$ cat config.mk
export PLATFORM = sky130hd
export DESIGN_NAME = clarke_transform_pipe_flat
export DESIGN_NICKNAME = d
export VERILOG_FILES = /design/src/rtl/clarke_transform_pipe_if.sv /design/src/rtl/clarke_transform_pipe.sv /design/src/flat_wrapper.sv
export SDC_FILE = /design/constraint.sdc
export NUM_CORES = 2
export LEC_CHECK = 0
export BUFFER_PORTS_ARGS = -buffer_cell sky130_fd_sc_hd__buf_2
export CORE_MARGIN = 4
export CORE_UTILIZATION = 30
export DETAILED_ROUTE_END_ITERATION = 10
export PLACE_DENSITY = 0.52
export SETUP_SLACK_MARGIN = 0.05
export SLEW_MARGIN = 20
export SYNTH_ARGS = -nofsm -noshare
export SYNTH_HDL_FRONTEND = slang
export SYNTH_SLANG_ARGS = --single-unit
export TNS_END_PERCENT = 100
$ cat constraint.sdc
create_clock -name clk -period 8.15 [get_ports clk]
set_clock_uncertainty 0.05 [all_clocks]
set_input_delay 0.815 -clock clk [delete_from_list [all_inputs] [get_ports clk]]
set_output_delay 0.815 -clock clk [all_outputs]
set_load 0.01 [all_outputs]
$ cat src/rtl/clarke_transform_pipe_if.sv
// Sample/result bundle for the Clarke transform pipeline.
// The slave modport is the transform side; the master modport is the producer/consumer side.
interface clarke_transform_pipe_if #(
  parameter int unsigned WIDTH = 16
);
  logic                    in_valid;
  logic                    in_ready;
  logic signed [WIDTH-1:0] i_a;
  logic signed [WIDTH-1:0] i_b;
  logic signed [WIDTH-1:0] i_c;
  logic                    mode_2s;
  logic                    out_valid;
  logic                    out_ready;
  logic signed [WIDTH-1:0] i_alpha;
  logic signed [WIDTH-1:0] i_beta;
  logic signed [WIDTH-1:0] i_zero;
  logic                    sat_flag;
  logic                    sat_clr;

  modport master (
    output in_valid, i_a, i_b, i_c, mode_2s, out_ready, sat_clr,
    input  in_ready, out_valid, i_alpha, i_beta, i_zero, sat_flag
  );

  modport slave (
    input  in_valid, i_a, i_b, i_c, mode_2s, out_ready, sat_clr,
    output in_ready, out_valid, i_alpha, i_beta, i_zero, sat_flag
  );
endinterface

$ cat src/rtl/clarke_transform_pipe.sv
// Three-stage amplitude-invariant Clarke transform (abc -> alpha/beta/zero) with rounding,
// saturation, a sticky saturation flag and per-sample three/two-sensor mode.
module clarke_transform_pipe #(
  parameter int unsigned WIDTH = 16,
  parameter int unsigned CW    = 18,
  // round(2^(CW-1)/3) and round(2^(CW-1)/sqrt(3)); must be updated together with CW
  parameter int unsigned K3    = 43691,
  parameter int unsigned KS3   = 75675
) (
  input logic                    clk,
  input logic                    rst_n,
  clarke_transform_pipe_if.slave bus
);

  localparam int unsigned SW = WIDTH + 2;
  localparam int unsigned PW = SW + CW;

  localparam logic signed [PW-1:0] CoefK3  = PW'(K3);
  localparam logic signed [PW-1:0] CoefKs3 = PW'(KS3);
  localparam logic signed [PW-1:0] CoefOne = PW'(2 ** (CW - 1));
  localparam logic signed [PW-1:0] Half    = PW'(2 ** (CW - 2));
  localparam logic signed [PW-1:0] SatMax  = PW'(2 ** (WIDTH - 1) - 1);
  localparam logic signed [PW-1:0] SatMin  = -SatMax - PW'(1);

  // Returns {saturated, value}; rounding is half toward +inf.
  function automatic logic [WIDTH:0] rnd_sat(input logic signed [PW-1:0] p);
    logic signed [PW-1:0] t;
    t = (p + Half) >>> (CW - 1);
    if (t > SatMax)      return {1'b1, SatMax[WIDTH-1:0]};
    else if (t < SatMin) return {1'b1, SatMin[WIDTH-1:0]};
    else                 return {1'b0, t[WIDTH-1:0]};
  endfunction

  logic                    stall, adv;
  logic                    v1_q, v2_q, v3_q, mode1_q, sat_q;
  logic signed [SW-1:0]    s_al_q, s_be_q, s_ze_q, s_al_d, s_be_d, s_ze_d;
  logic signed [SW-1:0]    a_x, b_x, c_x;
  logic signed [PW-1:0]    p_al_q, p_be_q, p_ze_q, p_al_d, p_be_d, p_ze_d;
  logic signed [WIDTH-1:0] al_q, be_q, ze_q, al_d, be_d, ze_d;
  logic [WIDTH:0]          r_al, r_be, r_ze;
  logic                    sat_any;

  assign stall = v3_q && !bus.out_ready;
  assign adv   = !stall;

  always_comb begin
    a_x = SW'(bus.i_a);
    b_x = SW'(bus.i_b);
    c_x = SW'(bus.i_c);
    s_al_d = (a_x <<< 1) - b_x - c_x;
    s_be_d = b_x - c_x;
    s_ze_d = a_x + b_x + c_x;
    if (bus.mode_2s) begin
      s_al_d = a_x;
      s_be_d = a_x + (b_x <<< 1);
      s_ze_d = '0;
    end
  end

  // Two-sensor alpha is scaled by exactly 2^(CW-1) so rounding returns a unchanged.
  always_comb begin
    p_al_d = PW'(s_al_q) * (mode1_q ? CoefOne : CoefK3);
    p_be_d = PW'(s_be_q) * CoefKs3;
    p_ze_d = PW'(s_ze_q) * CoefK3;
  end

  always_comb begin
    r_al    = rnd_sat(p_al_q);
    r_be    = rnd_sat(p_be_q);
    r_ze    = rnd_sat(p_ze_q);
    al_d    = r_al[WIDTH-1:0];
    be_d    = r_be[WIDTH-1:0];
    ze_d    = r_ze[WIDTH-1:0];
    sat_any = r_al[WIDTH] | r_be[WIDTH] | r_ze[WIDTH];
  end

  always_ff @(posedge clk or negedge rst_n) begin
    if (!rst_n) begin
      v1_q    <= 1'b0;
      v2_q    <= 1'b0;
      v3_q    <= 1'b0;
      mode1_q <= 1'b0;
      s_al_q  <= '0;
      s_be_q  <= '0;
      s_ze_q  <= '0;
      p_al_q  <= '0;
      p_be_q  <= '0;
      p_ze_q  <= '0;
      al_q    <= '0;
      be_q    <= '0;
      ze_q    <= '0;
    end else if (adv) begin
      v1_q <= bus.in_valid;
      v2_q <= v1_q;
      v3_q <= v2_q;
      if (bus.in_valid) begin
        mode1_q <= bus.mode_2s;
        s_al_q  <= s_al_d;
        s_be_q  <= s_be_d;
        s_ze_q  <= s_ze_d;
      end
      if (v1_q) begin
        p_al_q <= p_al_d;
        p_be_q <= p_be_d;
        p_ze_q <= p_ze_d;
      end
      if (v2_q) begin
        al_q <= al_d;
        be_q <= be_d;
        ze_q <= ze_d;
      end
    end
  end

  // Clear wins over a same-cycle set; that saturation event is dropped.
  always_ff @(posedge clk or negedge rst_n) begin
    if (!rst_n) begin
      sat_q <= 1'b0;
    end else if (bus.sat_clr) begin
      sat_q <= 1'b0;
    end else if (adv && v2_q && sat_any) begin
      sat_q <= 1'b1;
    end
  end

  assign bus.in_ready  = !stall;
  assign bus.out_valid = v3_q;
  assign bus.i_alpha   = al_q;
  assign bus.i_beta    = be_q;
  assign bus.i_zero    = ze_q;
  assign bus.sat_flag  = sat_q;

endmodule
$ cat src/flat_wrapper.sv
// flat-port wrapper written by rule: the top's interface ports become plain ports
module clarke_transform_pipe_flat 
#(
  parameter int unsigned WIDTH = 16,
  parameter int unsigned CW    = 18,
                                                                                    
  parameter int unsigned K3    = 43691,
  parameter int unsigned KS3   = 75675
)
  (clk, rst_n, bus_in_valid, bus_i_a, bus_i_b, bus_i_c, bus_mode_2s, bus_out_ready, bus_sat_clr, bus_in_ready, bus_out_valid, bus_i_alpha, bus_i_beta, bus_i_zero, bus_sat_flag);
  clarke_transform_pipe_if #(.WIDTH(WIDTH)) bus_i ();
  input logic clk;
  input logic rst_n;
  input wire logic [$bits(bus_i.in_valid)-1:0] bus_in_valid;
  input wire logic [$bits(bus_i.i_a)-1:0] bus_i_a;
  input wire logic [$bits(bus_i.i_b)-1:0] bus_i_b;
  input wire logic [$bits(bus_i.i_c)-1:0] bus_i_c;
  input wire logic [$bits(bus_i.mode_2s)-1:0] bus_mode_2s;
  input wire logic [$bits(bus_i.out_ready)-1:0] bus_out_ready;
  input wire logic [$bits(bus_i.sat_clr)-1:0] bus_sat_clr;
  output wire logic [$bits(bus_i.in_ready)-1:0] bus_in_ready;
  output wire logic [$bits(bus_i.out_valid)-1:0] bus_out_valid;
  output wire logic [$bits(bus_i.i_alpha)-1:0] bus_i_alpha;
  output wire logic [$bits(bus_i.i_beta)-1:0] bus_i_beta;
  output wire logic [$bits(bus_i.i_zero)-1:0] bus_i_zero;
  output wire logic [$bits(bus_i.sat_flag)-1:0] bus_sat_flag;
  assign bus_i.in_valid = bus_in_valid;
  assign bus_i.i_a = bus_i_a;
  assign bus_i.i_b = bus_i_b;
  assign bus_i.i_c = bus_i_c;
  assign bus_i.mode_2s = bus_mode_2s;
  assign bus_i.out_ready = bus_out_ready;
  assign bus_i.sat_clr = bus_sat_clr;
  assign bus_in_ready = bus_i.in_ready;
  assign bus_out_valid = bus_i.out_valid;
  assign bus_i_alpha = bus_i.i_alpha;
  assign bus_i_beta = bus_i.i_beta;
  assign bus_i_zero = bus_i.i_zero;
  assign bus_sat_flag = bus_i.sat_flag;
  clarke_transform_pipe #(.WIDTH(WIDTH), .CW(CW), .K3(K3), .KS3(KS3)) u_core (.clk(clk), .rst_n(rst_n), .bus(bus_i));
endmodule
==> results.toml <==
[timing]
grt_setup_unrepaired = "no"
post-route-period-util_pct = 78.8
tns_ns = 0
hold_viol_final = 0
tightest_slew_ns = 0.934
fmax_ghz = 0.156
setup_violations = 0
relSlewSlack_pct = 36.1
min_period_ns = 6.42
drv_slew = 0

[floorplan]
die_y_microns = 317
fp.coreArea_sq_um = 95000
ios = 105
num_rows = 113
start_util_pct = 30.2
die_area_sq_um = 101000
die_w_microns = 317

[setup_path]
path_class = "flip-flop to flip-flop"
cp_data_arrival_time_ns = 6.73
cp-end-kind = "flip-flop"
regToRegSetupSlack_ns = 1.73
critPathRequiredTime_ns = 8.45
worstPathMaxFanout = 42
cp-startpoint = "u_core.mode1_q"
r2r-start = "u_core.mode1_q"
start_kind = "flip-flop"

[global_route]
grt_usage_pct = 14.4
grt_max_degree = 78
overflow = 0
grt_pass1_vias = 20760
antenna_found_initial = 3
grt_pass1_wl_microns = 115000

[clock_tree]
clk_latency_ns = 0.49
cts_sinks = 165
numCtsBuffers = 17
cts_hold_repair.buffers = 0
htree_levels = 4
post_cts_resized = 0
clockBufferDepth = 2
cts-root-buf = "clkbuf_16"
cts_tree = "built"
clkTransAtPathRegs_ns = 0.08
cts_setup_buffers = 0

[yosys]
synthFlopType = "dfrtp_1"
syn_area_per_cell_sq_um = 9.25
seq_area_frac_synth_pct = 14.4
postSynth.asyncResetShare_pct = 100
synth_edf_count = 0
yosys-top-cells-area = "fa_1 27%, ha_1 21%, dfrtp_1 14%"
syn-cell-area_sq_um = 28700
synth_cell_type_count = 78
ys.warnings.count = 0
synth-seq-cells = 165
synth_cells = 3102
yosys.area.top_type = "fa_1"
synth_top_area_share_pct = 26.5

[route]
wl_per_cell_microns = 15.7
vias = 20035
antenna_violating_nets_post_route = 0
dr.pass1.iters = 5
routed_wl_microns = 70200
drt_iter0_markers = 862
remaining_drc_errors = 0
routed_via_density = 4.49

[place]
place_hpwl_microns = 60600
portBuffers = 104
globalplace.congestion = 0.893

[outcome]
status = "finished clean"

[layout]
layout.nets = 4100
layout-drive-gt1-share_pct = 6.36
syn2layout_area_growth_pct = 9.09

[job]
maxCapViolCount = 0

[min_path]
min_path_type = "input pin to asynchronous set/reset pin"
==> cell usage after synthesis (14+ instances only) <==
library cell / count
xnor2_1: 110
clkbuf_1: 48
nand2b_1: 22
dfrtp_1: 165
nand3_1: 46
o21a_1: 20
ha_1: 485
o31ai_1: 22
xor2_1: 66
nor3_1: 30
a21oi_1: 126
inv_1: 709
nand2_1: 204
nor2b_1: 30
a211oi_1: 15
a31oi_1: 17
o21ai_0: 186
mux2_2: 31
a21o_1: 48
and3_1: 14
and2_1: 26
fa_1: 380
nor2_1: 108
nand4_1: 20
==> cell families (layout without fill, tap and decap cells) <==
kind of cell / after synthesis / in the layout / share of synthesized area [%]
other: 2 / 5 / 0.0262
multiplexers: 43 / 43 / 1.63
buffers and inverters: 766 / 857 / 10.0
flip-flops: 165 / 165 / 14.4
XOR/XNOR: 176 / 176 / 5.37
adder cells (fa/ha/maj): 865 / 865 / 47.7
AND/OR/NAND/NOR: 551 / 551 / 9.24
AO/OA/AOI/OAI: 534 / 534 / 11.7
==> metrics by stage <==
stage | std cells | area (sq um) | hold WS (ns) | utilization [%] | setup slack, ns
floorplan | 3103 | 28700 | 0.386 | - | 1.96
global placement | 4427 | 30700 | 0.407 | 32.3 | 1.79
detailed placement | 4427 | 30700 | 0.415 | 32.3 | 1.70
CTS | 4459 | 31300 | 0.246 | 32.9 | 1.69
global route | 4459 | 31300 | 0.277 | 32.9 | 1.18
finish | 4461 | 31300 | 0.262 | 32.9 | 1.73
==> sequential cells by signal, summed over array words and instances (netlist names), 16 cells and up <==
register,flops
u_core.s_ze_q,18
u_core.bus.i_beta,16
u_core.p_ze_q,19
u_core.p_be_q,20
u_core.s_al_q,17
u_core.p_al_q,20
u_core.bus.i_zero,16
u_core.s_be_q,18
u_core.bus.i_alpha,16
==> area by class of cell <==
type,instances,area [sq um]
fillers,9913,63700
diodes,2,5.00
multi-input cells,2172,21700
inverters,709,2660
flip-flops and latches,165,4130
clock buffers,19,443
repair buffers,116,619
well taps,1265,1580
clock inverters,13,159
==> worst paths after layout <==
kind / cells after the start / endpoint
min in group clk: 2 / u_core.bus.i_zero[5]
worst min register to register: 2 / u_core.bus.i_zero[5]
worst max register to register: 24 / u_core.p_al_q[29]
max in group asynchronous: 2 / u_core.p_be_q[18]
worst max-delay path: 24 / u_core.p_al_q[29]
worst min-delay path: 1 / u_core.s_ze_q[11]
==> worst max-delay path, stage by stage, from the launching register on <==
cell       delay (ns)
dfrtp_1          0.36
buf_4            0.23
nor2b_1          0.25
ha_1             0.23
inv_1            0.09
fa_1             0.60
inv_1            0.10
fa_1             0.48
inv_1            0.07
fa_1             0.53
inv_1            0.06
fa_1             0.53
inv_1            0.06
fa_1             0.41
inv_1            0.06
ha_1             0.26
a2111oi_0        0.39
o21ai_0          0.19
o211ai_1         0.17
nand3_2          0.19
o311ai_4         0.32
a31oi_1          0.18
a21oi_1          0.21
xor2_1           0.16
o21ai_0          0.09
==> layout by cell type, fill, tap and decap left out, drive strengths merged, types with 22 or more instances in the layout <==
cell type and n:
ha 485, buf 115, nor2 108, and2 26
mux2 31, nand2 204, a21o 48, xor2 66
nand2b 22, xnor2 110, inv 717, a21oi 127
nor2b 30, nor3 31, fa 380, nand3 47
o21ai 193, dfrtp 165, o31ai 23
==> layer usage <==
metal,track usage (%),vias up,wire length [microns]
li1,-,10180,-
met1,22.2,9544,37300
met2,21.5,270,29200
met3,1.94,39,2770
met4,2.89,2,864
met5,0,-,20
Power is left out: the tool's default activity adds up to more than one toggle a clock period on the data nets, which glitch-free logic cannot reach.
